[src/rtl/fifo_rd_ctrl.sv]
// Read-side pointer and flag controller for an async FIFO.
// Consumes the synchronized Gray write pointer; every output is a flop in the read clock domain.
module fifo_rd_ctrl #(
  parameter int ADDR_WIDTH    = 4,
  parameter int AEMPTY_THRESH = 2
) (
  input  logic                  clk,
  input  logic                  rst,
  input  logic                  rd_en_i,
  input  logic                  clr_underflow_i,
  input  logic [ADDR_WIDTH:0]   rq2_wptr_i,
  output logic [ADDR_WIDTH-1:0] raddr_o,
  output logic [ADDR_WIDTH:0]   rptr_o,
  output logic                  rempty_o,
  output logic                  ralmost_empty_o,
  output logic [ADDR_WIDTH:0]   rcount_o,
  output logic                  rd_ack_o,
  output logic                  runderflow_o
);

  localparam int PW = ADDR_WIDTH + 1;
  localparam logic [PW-1:0] AE_THRESH = PW'(AEMPTY_THRESH);

  function automatic logic [PW-1:0] bin2gray(input logic [PW-1:0] b);
    return b ^ {1'b0, b[PW-1:1]};
  endfunction

  function automatic logic [PW-1:0] gray2bin(input logic [PW-1:0] g);
    logic [PW-1:0] b;
    b = g;
    for (int i = PW - 2; i >= 0; i--) begin
      b[i] = b[i+1] ^ g[i];
    end
    return b;
  endfunction

  logic [PW-1:0] rbin_q, rbin_d;
  logic [PW-1:0] rptr_q, rptr_d;
  logic [PW-1:0] rcount_q, rcount_d;
  logic          rempty_q, rempty_d;
  logic          raempty_q, raempty_d;
  logic          rd_ack_q, rd_ack_d;
  logic          runderflow_q, runderflow_d;
  logic          rd_accept_s;
  logic [PW-1:0] wbin_s;

  // Next-state: read acceptance and write-pointer movement fold into one update.
  always_comb begin
    rd_accept_s = rd_en_i & ~rempty_q;
    rbin_d      = rbin_q + {{ADDR_WIDTH{1'b0}}, rd_accept_s};
    rptr_d      = bin2gray(rbin_d);
    wbin_s      = gray2bin(rq2_wptr_i);
    rcount_d    = wbin_s - rbin_d;
    rempty_d    = (rptr_d == rq2_wptr_i);
    raempty_d   = (rcount_d <= AE_THRESH);
    rd_ack_d    = rd_accept_s;
    // Setting the sticky flag takes priority over clearing it.
    if (rd_en_i & rempty_q) begin
      runderflow_d = 1'b1;
    end else if (clr_underflow_i) begin
      runderflow_d = 1'b0;
    end else begin
      runderflow_d = runderflow_q;
    end
  end

  // State and output registers with synchronous reset.
  always_ff @(posedge clk) begin
    if (rst) begin
      rbin_q       <= {PW{1'b0}};
      rptr_q       <= {PW{1'b0}};
      rcount_q     <= {PW{1'b0}};
      rempty_q     <= 1'b1;
      raempty_q    <= 1'b1;
      rd_ack_q     <= 1'b0;
      runderflow_q <= 1'b0;
    end else begin
      rbin_q       <= rbin_d;
      rptr_q       <= rptr_d;
      rcount_q     <= rcount_d;
      rempty_q     <= rempty_d;
      raempty_q    <= raempty_d;
      rd_ack_q     <= rd_ack_d;
      runderflow_q <= runderflow_d;
    end
  end

  assign raddr_o         = rbin_q[ADDR_WIDTH-1:0];
  assign rptr_o          = rptr_q;
  assign rempty_o        = rempty_q;
  assign ralmost_empty_o = raempty_q;
  assign rcount_o        = rcount_q;
  assign rd_ack_o        = rd_ack_q;
  assign runderflow_o    = runderflow_q;

endmodule

[config.mk]
export PLATFORM = sky130hd
export DESIGN_NAME = fifo_rd_ctrl
export DESIGN_NICKNAME = d
export VERILOG_FILES = /design/src/rtl/fifo_rd_ctrl.sv
export SDC_FILE = /design/constraint.sdc
export NUM_CORES = 1
export LEC_CHECK = 0
export ABC_CLOCK_PERIOD_IN_PS = 3200
export BUFFER_PORTS_ARGS = -buffer_cell sky130_fd_sc_hd__buf_2
export CAP_MARGIN = 25
export CORE_MARGIN = 2
export CORE_UTILIZATION = 52
export CTS_BUF_LIST = sky130_fd_sc_hd__clkbuf_4
export CTS_CLUSTER_SIZE = 24
export DETAILED_ROUTE_END_ITERATION = 7
export GPL_TIMING_DRIVEN = 0
export PLACE_DENSITY = 0.89
export REMOVE_ABC_BUFFERS = 1
export SYNTH_ARGS = -nofsm -noshare
export SYNTH_HDL_FRONTEND = slang
export SYNTH_SLANG_ARGS = --single-unit
[constraint.sdc]
create_clock -name clk -period 3.2 [get_ports clk]
set_input_delay 0 -clock clk [delete_from_list [all_inputs] [get_ports clk]]
set_output_delay 0 -clock clk [all_outputs]
set_load 0.05 [all_outputs]
## Word-level counts from Yosys, hierarchy flattened

Index checks and enable logic that the tools add are counted.

- Add/sub/neg operators: 2
- $mul: 0
- Divide/modulo/power cells: 0
- Order comparisons: 1
- Eq/ne operators: 1
- Shift-type cells: 0
- Mux-type cells: 2
- Bitwise gates (word level): 8
- Reduce and logical (&&, ||, !) cells: 1

Operators with widths:

| operator | number |
|---|---|
| 5-bit by 1-bit adder with 5-bit output | 1 |
| 5-bit equality test | 1 |
| 5-bit by 2-bit <= comparator with 1-bit output (second input constant) | 1 |
| 5-bit subtractor | 1 |
| 5-bit by 4-bit bitwise XOR with 5-bit output | 1 |
| 1-bit bitwise XOR | 4 |
| 1-bit bitwise AND | 2 |
| 1-bit two-way mux | 2 |
| 2-bit nonzero test | 1 |
| 1-bit NOT | 1 |

- Register bits: 19
- Bits in latches: 0
- Memory bits (writable): 0
- Memory bits (read-only): 0
- Input port bits: 9
- Output and inout bits: 18
- Memories: 0

## Logic depth before layout (Yosys ltp)

Gate-level depths: netlist of run 1.

- Depth after elaboration: 6
- Depth in mapped cells: 10
- Mapped depth without buffers: 10

## Least setup slack after synthesis of run 1

OpenSTA, ideal clock, no wires.

- Path type: reg-to-reg
- Start: register rempty_q (netlist: rempty_o)
- End: register raempty_q (netlist: ralmost_empty_o)
- Setup time: 0.060 ns
- Data arrival time: 2.577 ns
- Required time: 3.140 ns
- Path slack: 0.563 ns
- Cell stages (with the launch flop): 9
- Path buffers: 0
- Cell sequence: dfxtp_1 -> nor2b_1 -> ha_1 -> xnor2_1 -> fa_1 -> and2_0 -> a221o_1 -> mux2i_1 -> o2111a_1

- Word-level cells in the longest chain between the ends: 5

Ends and longest elaborated chain:

| item | RTL line | text |
|---|---|---|
| from (decl) | 40 | `logic rempty_q, rempty_d;` |
| from (signal assigned) | 81 | `rempty_q <= rempty_d;` |
| 1-bit NOT | 49 | `rd_accept_s = rd_en_i & ~rempty_q;` |
| 1-bit bitwise AND | 49 |  |
| named net rd_accept_s | 44 | `logic rd_accept_s;` |
| 5-bit by 1-bit adder with 5-bit output | 50 | `rbin_d = rbin_q + {{ADDR_WIDTH{1'b0}}, rd_accept_s};` |
| 5-bit subtractor | 53 | `rcount_d = wbin_s - rbin_d;` |
| 5-bit by 2-bit <= comparator with 1-bit output | 55 | `raempty_d = (rcount_d <= AE_THRESH);` |
| to (signal assigned) | 82 | `raempty_q <= raempty_d;` |
| to (decl) | 41 | `logic raempty_q, raempty_d;` |

The timed path passes the listed nets, and every way through them passes these cells.
A chain may end at the register's enable or synchronous reset.

## Worst setup path in the final report of run 1

Same ends and word-level chain as after synthesis.

==> metrics.txt, run 1 <==
status=finished, final reports clean; Slew headroom=0.480; CTS tree=yes; TritonRoute pass-1 iters=3; Hold Worst Slack=0.0236 ns; top post-synthesis cells by area=dfxtp_1 40%, xnor2_1 9.6%, ha_1 8.3%, xor2_1 7.7%, nor2_1 5.0%; CP Buf/Inv Count=0; Post-CTS Hold Buffers=2; average cell area after synthesis=roughly 10 sq um; Critical Path AT=2.86 ns; Post-Syn Area=a little over 900 sq um; WS Path Type=register to register; drt drc=0; synth warn=0; Detail Placement HPWL=1340 um; Placer Congestion=0.775; CP max FO=8; EDFF count, synth=0; family with the most delay on the worst path=adder cells; Starting DRT DRC Count=6; starting density of the core=0.539; WL final=1730 um; Clock transition at path regs=about 0.10 ns; post-synth top area share=0.396; fmax=around 380 MHz; Core Box Area=roughly 0.0017 sq mm; Total GRT Usage=0.185; CTS root buf=clkbuf_4; fin. max-slew vios=0; remaining global-route overflow=0; CP peak stage delay=0.54 ns; cts repair resizes=0; Die X=45.8 um; RSZ-0062 raised after global routing=no; Layout area overhead=21.3%; DR vias=706; largest area contributor in the netlist=dfxtp_1; synthesized instance count=90; synth unique cells=26; number of synthesized register bits=18; setup repair bufs after CTS=0; first-pass GRT wire length=2730 um; Cells after DPL=132; Ant. Diodes=0; CP max-delay cell=fa_1; Die H=45.8 um; Hold Violations, Final=0; Max-cap violations=0; CP Launch Type=register; Clock Path Buffers=2; Final #Nets=138; initial antenna violation count=0; Overall Power=0.583 mW; Seq/Total Area, Yosys=0.396; CP Cell Sequence=nor2b_1 -> ha_1 -> xnor2_1 -> fa_1 -> and2_0 -> a221o_1 -> mux2i_1 -> o2111a_1; Least-Margin Pin Slew=between 0.7 and 0.8 ns; Site Rows=15; Max Clock Skew=0.00883 ns; setup ws final=0.580 ns; FFs w/ async S/R, synth=0; IO buf count=26; vias in the first global route=685; fin crit period=2.62 ns; antenna-violating nets left=0; CTS H-Tree Depth=1; CTS Buf Count=3; layout cells sized above 1=0.248; Layout Cells excl Fill=138; Ports=27; leak pwr=0.548 nW; DR vias/cell=5.12; CP endpoint kind=register; pre-CTS setup slack=0.464 ns; fin crit share=0.819; worst min path class=input pin to register; ys flop type=dfxtp_1; wire length per cell=12.5 um; clk sink count=18; largest net degree at the start of global routing=16; # setup viols final=0; CP required=3.44 ns; Power per Cell Area=about 530 mW/mm^2; full die area=roughly 0.0021 sq mm; VDD IR max=~0.27 mV; Clock Latency Late Sink=0.30 ns; final setup TNS=0 ns
## per-layer routing
metal	part of all wire	global-route usage
met1	0.42	0.198
met2	0.51	0.318
met5	0	0
met3	0.041	0.0516
met4	0.034	0.114
## worst min-delay path: stages
cell and delay, ns:
buf_2 0.10, xnor2_1 0.12, o41ai_1 0.07
## power by group
| part | internal, mW | switching (mW) | leakage [nW] |
|---|---|---|---|
| sequential | 0.246 | 0.00616 | 0.148 |
| clock | 0.0455 | 0.0695 | 0.0154 |
| combinational | 0.0719 | 0.143 | 0.385 |
| total | 0.364 | 0.219 | 0.548 |
## synth_stat cells, types with 2 or more instances
library cell and number:
nor2_1 12, inv_1 5, nand2_1 4, nor2b_1 4
xnor2_1 10, mux2i_1 2, xor2_1 8, ha_1 6
and2_1 4, a21oi_1 2, dfxtp_1 18
## cells by family after synthesis
group           synth area share
simple gates               0.147
fa+ha+maj                  0.105
xor+xnor                   0.227
flops                      0.396
mux                       0.0220
compound gates            0.0784
buf+inv                   0.0248
## registers in the layout, indices dropped and copies added (netlist names)
register	count
rbin_q	5
rptr_o	4
runderflow_o	1
rcount_o	5
rd_ack_o	1
rempty_o	1
ralmost_empty_o	1
## metrics by stage
step | instance area [sq um] | util
6_report | 1100 | 0.653
5_1_grt | 1100 | 0.653
4_1_cts | 1100 | 0.653
3_5_place_dp | 1060 | 0.626
3_3_place_gp | 1060 | 0.626
2_1_floorplan | 906 | -
## cells in the final DEF (no fill, tap or decap), types with 3 or more instances in the layout
master and n:
inv_1 5, xnor2_1 10, nand2_1 4, xor2_1 8
nor2_1 12, clkbuf_4 3, and2_1 4, buf_2 26
dfxtp_1 18, nor2b_1 4, ha_1 6
## path summary, 6_finish.rpt
path	start	end	slack (ns)	cells past startpoint
min reg2reg	rbin_q[4]$_SDFF_PP0_	rbin_q[4]$_SDFF_PP0_	0.61	2
min	rq2_wptr_i[2]	rempty_o$_SDFF_PP1_	0.02	3
max	rempty_o$_SDFF_PP1_	ralmost_empty_o$_SDFF_PP1_	0.58	8
max reg2reg	rempty_o$_SDFF_PP1_	ralmost_empty_o$_SDFF_PP1_	0.58	8
## layout make-up
cell class              instances  area [sq um]
clock buffers                   3          22.5
clock inverters                 1          3.75
fillers                       142           586
inverters                       5          18.8
multi-input cells              66           527
flip-flops and latches         18           360
well taps                      17          21.3
repair buffers                 28           150
No activity file was read; power rests on OpenSTA's default activity.
==> run 2, diff against run 1 <==
--- a/config.mk
+++ b/config.mk
@@ -5,16 +5,16 @@
 export SDC_FILE = /design/constraint.sdc
 export NUM_CORES = 1
 export LEC_CHECK = 0
-export ABC_CLOCK_PERIOD_IN_PS = 3200
+export ABC_CLOCK_PERIOD_IN_PS = 2200
 export BUFFER_PORTS_ARGS = -buffer_cell sky130_fd_sc_hd__buf_2
 export CAP_MARGIN = 25
 export CORE_MARGIN = 2
-export CORE_UTILIZATION = 52
+export CORE_UTILIZATION = 47
 export CTS_BUF_LIST = sky130_fd_sc_hd__clkbuf_4
 export CTS_CLUSTER_SIZE = 24
 export DETAILED_ROUTE_END_ITERATION = 7
 export GPL_TIMING_DRIVEN = 0
-export PLACE_DENSITY = 0.89
+export PLACE_DENSITY = 0.86
 export REMOVE_ABC_BUFFERS = 1
 export SYNTH_ARGS = -nofsm -noshare
 export SYNTH_HDL_FRONTEND = slang
==> constraint.sdc (replaced) <==
create_clock -name clk -period 2.2 [get_ports clk]
set_input_delay 0 -clock clk [delete_from_list [all_inputs] [get_ports clk]]
set_output_delay 0 -clock clk [all_outputs]
set_load 0.05 [all_outputs]
==> metrics.txt, run 2 (same netlist as run 1, synthesis figures left out) <==
status=complete, but fails checks; failing checks=negative hold slack, negative setup slack; Critical Path AT=between 2 and 2.5 ns; fin. max-slew vios=0; CP peak stage delay=0.35 ns; commonest non-fill, non-tap cell in the layout=buf_2; most frequent cells in the layout=26 x buf_2, 17 x dfxtp_1, 12 x nor2_1, 9 x xnor2_1; sequential share of power=0.410; WL final=2120 um; TritonRoute pass-1 iters=2; final core utilization=0.725; CTS root buf=clkbuf_4; # setup viols final=1; Least-Margin Pin Slew=0.382 ns; pre-CTS setup slack=-0.494 ns; Hold Path Depth=3; Comb power frac=0.388; Post-DP Area=0.00107 sq mm; Hold Violations, Final=1; Clock transition at path regs=0.11 ns; CP max-delay cell=dfxtp_2; fmax=between 400 and 500 MHz; first-pass GRT wire length=3110 um; Starting DRT DRC Count=13; wire length per cell=14.0 um; filler instances=around 120; Hold Worst Slack=-0.0170 ns; WS Path Type=register to register; CP endpoint kind=register; fin crit share=1.01; Final Cell Area=0.00128 sq mm; reg2reg path depth=9; Detail Placement HPWL=1340 um; CP required=2.46 ns; Layout area overhead=40.6%; Site Rows=15; clk sink count=18; Ant. Diodes=0; cell repeated most along the worst path=ha_4; antenna-violating nets left=0; initial antenna violation count=0; largest net degree at the start of global routing=16; VDD IR max=0.403 mV; Max Clock Skew=0.0120 ns; fin crit period=2.22 ns; remaining global-route overflow=0; Die H=48.0 um; worst min path class=input pin to register; layout cells sized above 1=0.373; Overall Power=around 0.91 mW; CTS Buf Count=3; Total GRT Usage=0.209; Clock Latency Late Sink=around 0.32 ns; Core Box Area=about 0.0018 sq mm; Psw=between 0.3 and 0.4 mW; RSZ-0062 raised after global routing=yes; Clock Path Buffers=2; CP Launch Type=register; drt drc=0; vias in the first global route=718; FF+latch area=362 sq um; IO buf count=26; leak pwr=around 0.6 nW; Internal=0.554 mW; Slew headroom=0.745; multi-input combinational cell area=653 sq um; CTS tree=yes; CP Cell Sequence=nor2b_4 -> ha_4 -> nand3_4 -> xor2_4 -> ha_4 -> and2_4 -> a221o_1 -> mux2i_1 -> o2111a_1; CTS H-Tree Depth=1; Net Sw Frac=0.391; CP max FO=3; Max-cap violations=0; Die X=48.0 um; Placer Congestion=0.769; DR vias=764; clock power share=0.202; DR vias/cell=around 5; full die area=0.00230 sq mm; Final #Nets=143; starting density of the core=0.516; Ports=27; setup ws final=-0.0186 ns; Power per Cell Area=712 mW/mm^2
-- run 2: cell count changes in the layout (fill, tap and decap cells not counted), sizes merged --
cell,before,now
buf,26,31
-- run 2: worst max-delay path: cells and delay by family, from the launching register on --
| kind | cells | cell delay (ns) |
|---|---|---|
| AND/OR/NAND/NOR | 3 | 0.42 |
| AO/OA/AOI/OAI | 2 | 0.49 |
| flip-flops | 1 | 0.35 |
| multiplexers | 1 | 0.21 |
| adder cells (fa/ha/maj) | 2 | 0.45 |
| XOR/XNOR | 1 | 0.24 |
-- run 2: final cells by class --
| cell class | count | area share |
|---|---|---|
| well taps | 25 | 0.0245 |
| inverters | 5 | 0.0147 |
| repair buffers | 33 | 0.147 |
| multi-input cells | 66 | 0.511 |
| clock buffers | 3 | 0.0176 |
| clock inverters | 1 | 0.00294 |
| flip-flops and latches | 18 | 0.283 |
-- run 2: stage by stage --
stage	instances	TNS, ns	hold slack [ns]
2_1_floorplan	89	-0.949	0.0691
3_3_place_gp	140	-0.816	0.262
3_5_place_dp	140	-0.967	0.268
4_1_cts	149	-0.0241	0.00240
5_1_grt	151	-0.218	0.0157
6_report	151	-0.0186	-0.0170
-- run 2: timing repair --
action | 4_1_cts | 5_1_grt
resized for setup | 16 | 2
setup endpoints to repair | 3 | 3
setup buffers | 3 | 2
pin swaps | 5 | 1
hold buffers | 2 | 0
hold endpoints to repair | 1 | 0
cloned | 0 | 0
-- run 2: worst paths after layout --
kind,start,endpoint,slack [ns]
worst max-delay path,rempty_o$_SDFF_PP1_,ralmost_empty_o$_SDFF_PP1_,-0.02
worst min register to register,rempty_o$_SDFF_PP1_,rd_ack_o$_SDFF_PP0_,0.62
worst max register to register,rempty_o$_SDFF_PP1_,ralmost_empty_o$_SDFF_PP1_,-0.02
worst min-delay path,rq2_wptr_i[2],rempty_o$_SDFF_PP1_,-0.02
-- run 2: routing by layer --
layer / up-vias / wire length, um / track usage
met3: 9 / 95 / 0.0453
met1: 358 / 881 / 0.236
met5: - / 0 / 0
met4: 0 / 87 / 0.162
met2: 27 / 1050 / 0.339
li1: 370 / - / -
-- run 2: power by group through the flow --
stage | clock network, mW | registers [mW] | logic [mW]
5_1_grt | 0.197 | 0.376 | 0.381
6_report | 0.183 | 0.373 | 0.353
4_1_cts | 0.175 | 0.371 | 0.341
2_1_floorplan | 0 | 0.492 | 0.124
3_3_place_gp | 0 | 0.374 | 0.303
3_5_place_dp | 0 | 0.375 | 0.312
==> run 3, diff against run 2 <==
--- a/config.mk
+++ b/config.mk
@@ -6,7 +6,7 @@
 export NUM_CORES = 1
 export LEC_CHECK = 0
 export ABC_CLOCK_PERIOD_IN_PS = 2200
-export BUFFER_PORTS_ARGS = -buffer_cell sky130_fd_sc_hd__buf_2
+export BUFFER_PORTS_ARGS = -buffer_cell sky130_fd_sc_hd__clkbuf_2
 export CAP_MARGIN = 25
 export CORE_MARGIN = 2
 export CORE_UTILIZATION = 47
==> metrics.txt, run 3 (same netlist as run 1, synthesis figures left out) <==
status=complete, but fails checks; failing checks=negative setup slack; Critical Path AT=2.45 ns; WS Path Type=input pin to register; CTS root buf=clkbuf_4; Site Rows=15; remaining global-route overflow=0; Overall Power=0.920 mW; most frequent cells in the layout=25 x clkbuf_2, 17 x dfxtp_1, 12 x nor2_1, 12 x buf_4, 8 x xnor2_1; CTS Buf Count=3; Slew headroom=0.730; Worst R2R End=ralmost_empty_o$_SDFF_PP1_; CP endpoint kind=register; Clock transition at path regs=0.10 ns; worst min path class=input pin to register; flop2flop setup slack=-0.01 ns; Die X=48.0 um; wire length per cell=14.5 um; Die H=48.0 um; Starting DRT DRC Count=11; initial antenna violation count=0; starting density of the core=0.516; setup ws final=-0.0180 ns; Final #Nets=150; CTS H-Tree Depth=1; Power per Cell Area=680 mW/mm^2; CP max FO=3; Ant. Diodes=0; drt drc=0; CP Launch Type=input pin; Max Clock Skew=roughly 0.0023 ns; fin. max-slew vios=0; RSZ-0062 raised after global routing=yes; CP startpoint=rq2_wptr_i[2]; first-pass GRT wire length=between 3000 and 4000 um; VDD IR max=about 0.35 mV; reg2reg start=rempty_o$_SDFF_PP1_; Total GRT Usage=0.211; fin crit share=1.01; TritonRoute pass-1 iters=4; # setup viols final=1; DR vias/cell=4.92; CTS tree=yes; IO buf count=26; full die area=0.00230 sq mm; WL final=approximately 2300 um; DR vias=777; Layout area overhead=48.7%; Detail Placement HPWL=~1300 um; fin crit period=2.22 ns; Ports=27; Placer Congestion=0.762; Least-Margin Pin Slew=0.404 ns; leak pwr=roughly 0.61 nW; pre-CTS setup slack=-0.526 ns; Clock Path Buffers=2; vias in the first global route=745; commonest non-fill, non-tap cell in the layout=clkbuf_2; clk sink count=18; layout cells sized above 1=0.444; worst hold path startpoint=rq2_wptr_i[2]; antenna-violating nets left=0; hold worst-path end=rempty_o$_SDFF_PP1_; Max-cap violations=0; largest net degree at the start of global routing=16; Hold Violations, Final=0; reg2reg path depth=9; CP required=2.43 ns; Core Box Area=0.00176 sq mm; Hold Path Depth=3; fmax=451 MHz; Clock Latency Late Sink=0.28 ns
run 3: cell type report:
class,instances,area (sq um)
clock buffers,3,22.5
multi-input cells,66,674
inverters,5,18.8
clock inverters,1,3.75
flip-flops and latches,18,362
well taps,25,31.3
fillers,119,412
repair buffers,40,240
run 3: stage by stage:
stage / setup TNS (ns) / utilization / instances / cell area [sq um] / hold slack (ns)
floorplan: -0.949 / - / 89 / 906 / 0.0691
global placement: -0.828 / 0.605 / 140 / 1070 / 0.248
detailed placement: -1.02 / 0.605 / 140 / 1070 / 0.263
CTS: -0.0835 / 0.693 / 148 / 1220 / 0.0137
global route: -0.149 / 0.767 / 158 / 1350 / 0.0474
finish: -0.0180 / 0.767 / 158 / 1350 / 0.0525
run 3: timing repair:
action | 4_1_cts | 5_1_grt
endpoints found under the setup margin | 3 | 4
setup buffers | 2 | 10
hold buffers | 2 | 0
pin swaps | 5 | 5
hold endpoints to repair | 1 | 0
gates resized for setup | 14 | 11
run 3: per-layer routing:
metal	vias up	wire length [um]	GRT usage	share of wire
met3	2	76	0.0377	0.033
met1	372	990	0.210	0.43
met5	-	0	0	0
met4	0	27	0.119	0.012
met2	22	1200	0.403	0.52
li1	381	-	-	-
run 3: how the worst max path moves through the flow:
stage	endpoint	depth (start not counted)
CTS	ralmost_empty_o$_SDFF_PP1_	9
global route	ralmost_empty_o$_SDFF_PP1_	11
global placement	ralmost_empty_o$_SDFF_PP1_	11
detailed placement	ralmost_empty_o$_SDFF_PP1_	11
floorplan	ralmost_empty_o$_SDFF_PP1_	8
finish	ralmost_empty_o$_SDFF_PP1_	11
run 3: worst max-delay path, cell delays in order:
cell,delay (ns)
buf_2,0.10
xor3_2,0.53
xor2_4,0.23
xnor2_2,0.13
ha_2,0.19
inv_2,0.04
fa_2,0.34
and2_4,0.16
a221o_1,0.32
mux2i_2,0.22
o2111a_1,0.19
run 3: power by group:
part	internal (mW)	switching (mW)
Clock	0.0658	0.0980
Sequential	0.359	0.0142
Combinational	0.150	0.234
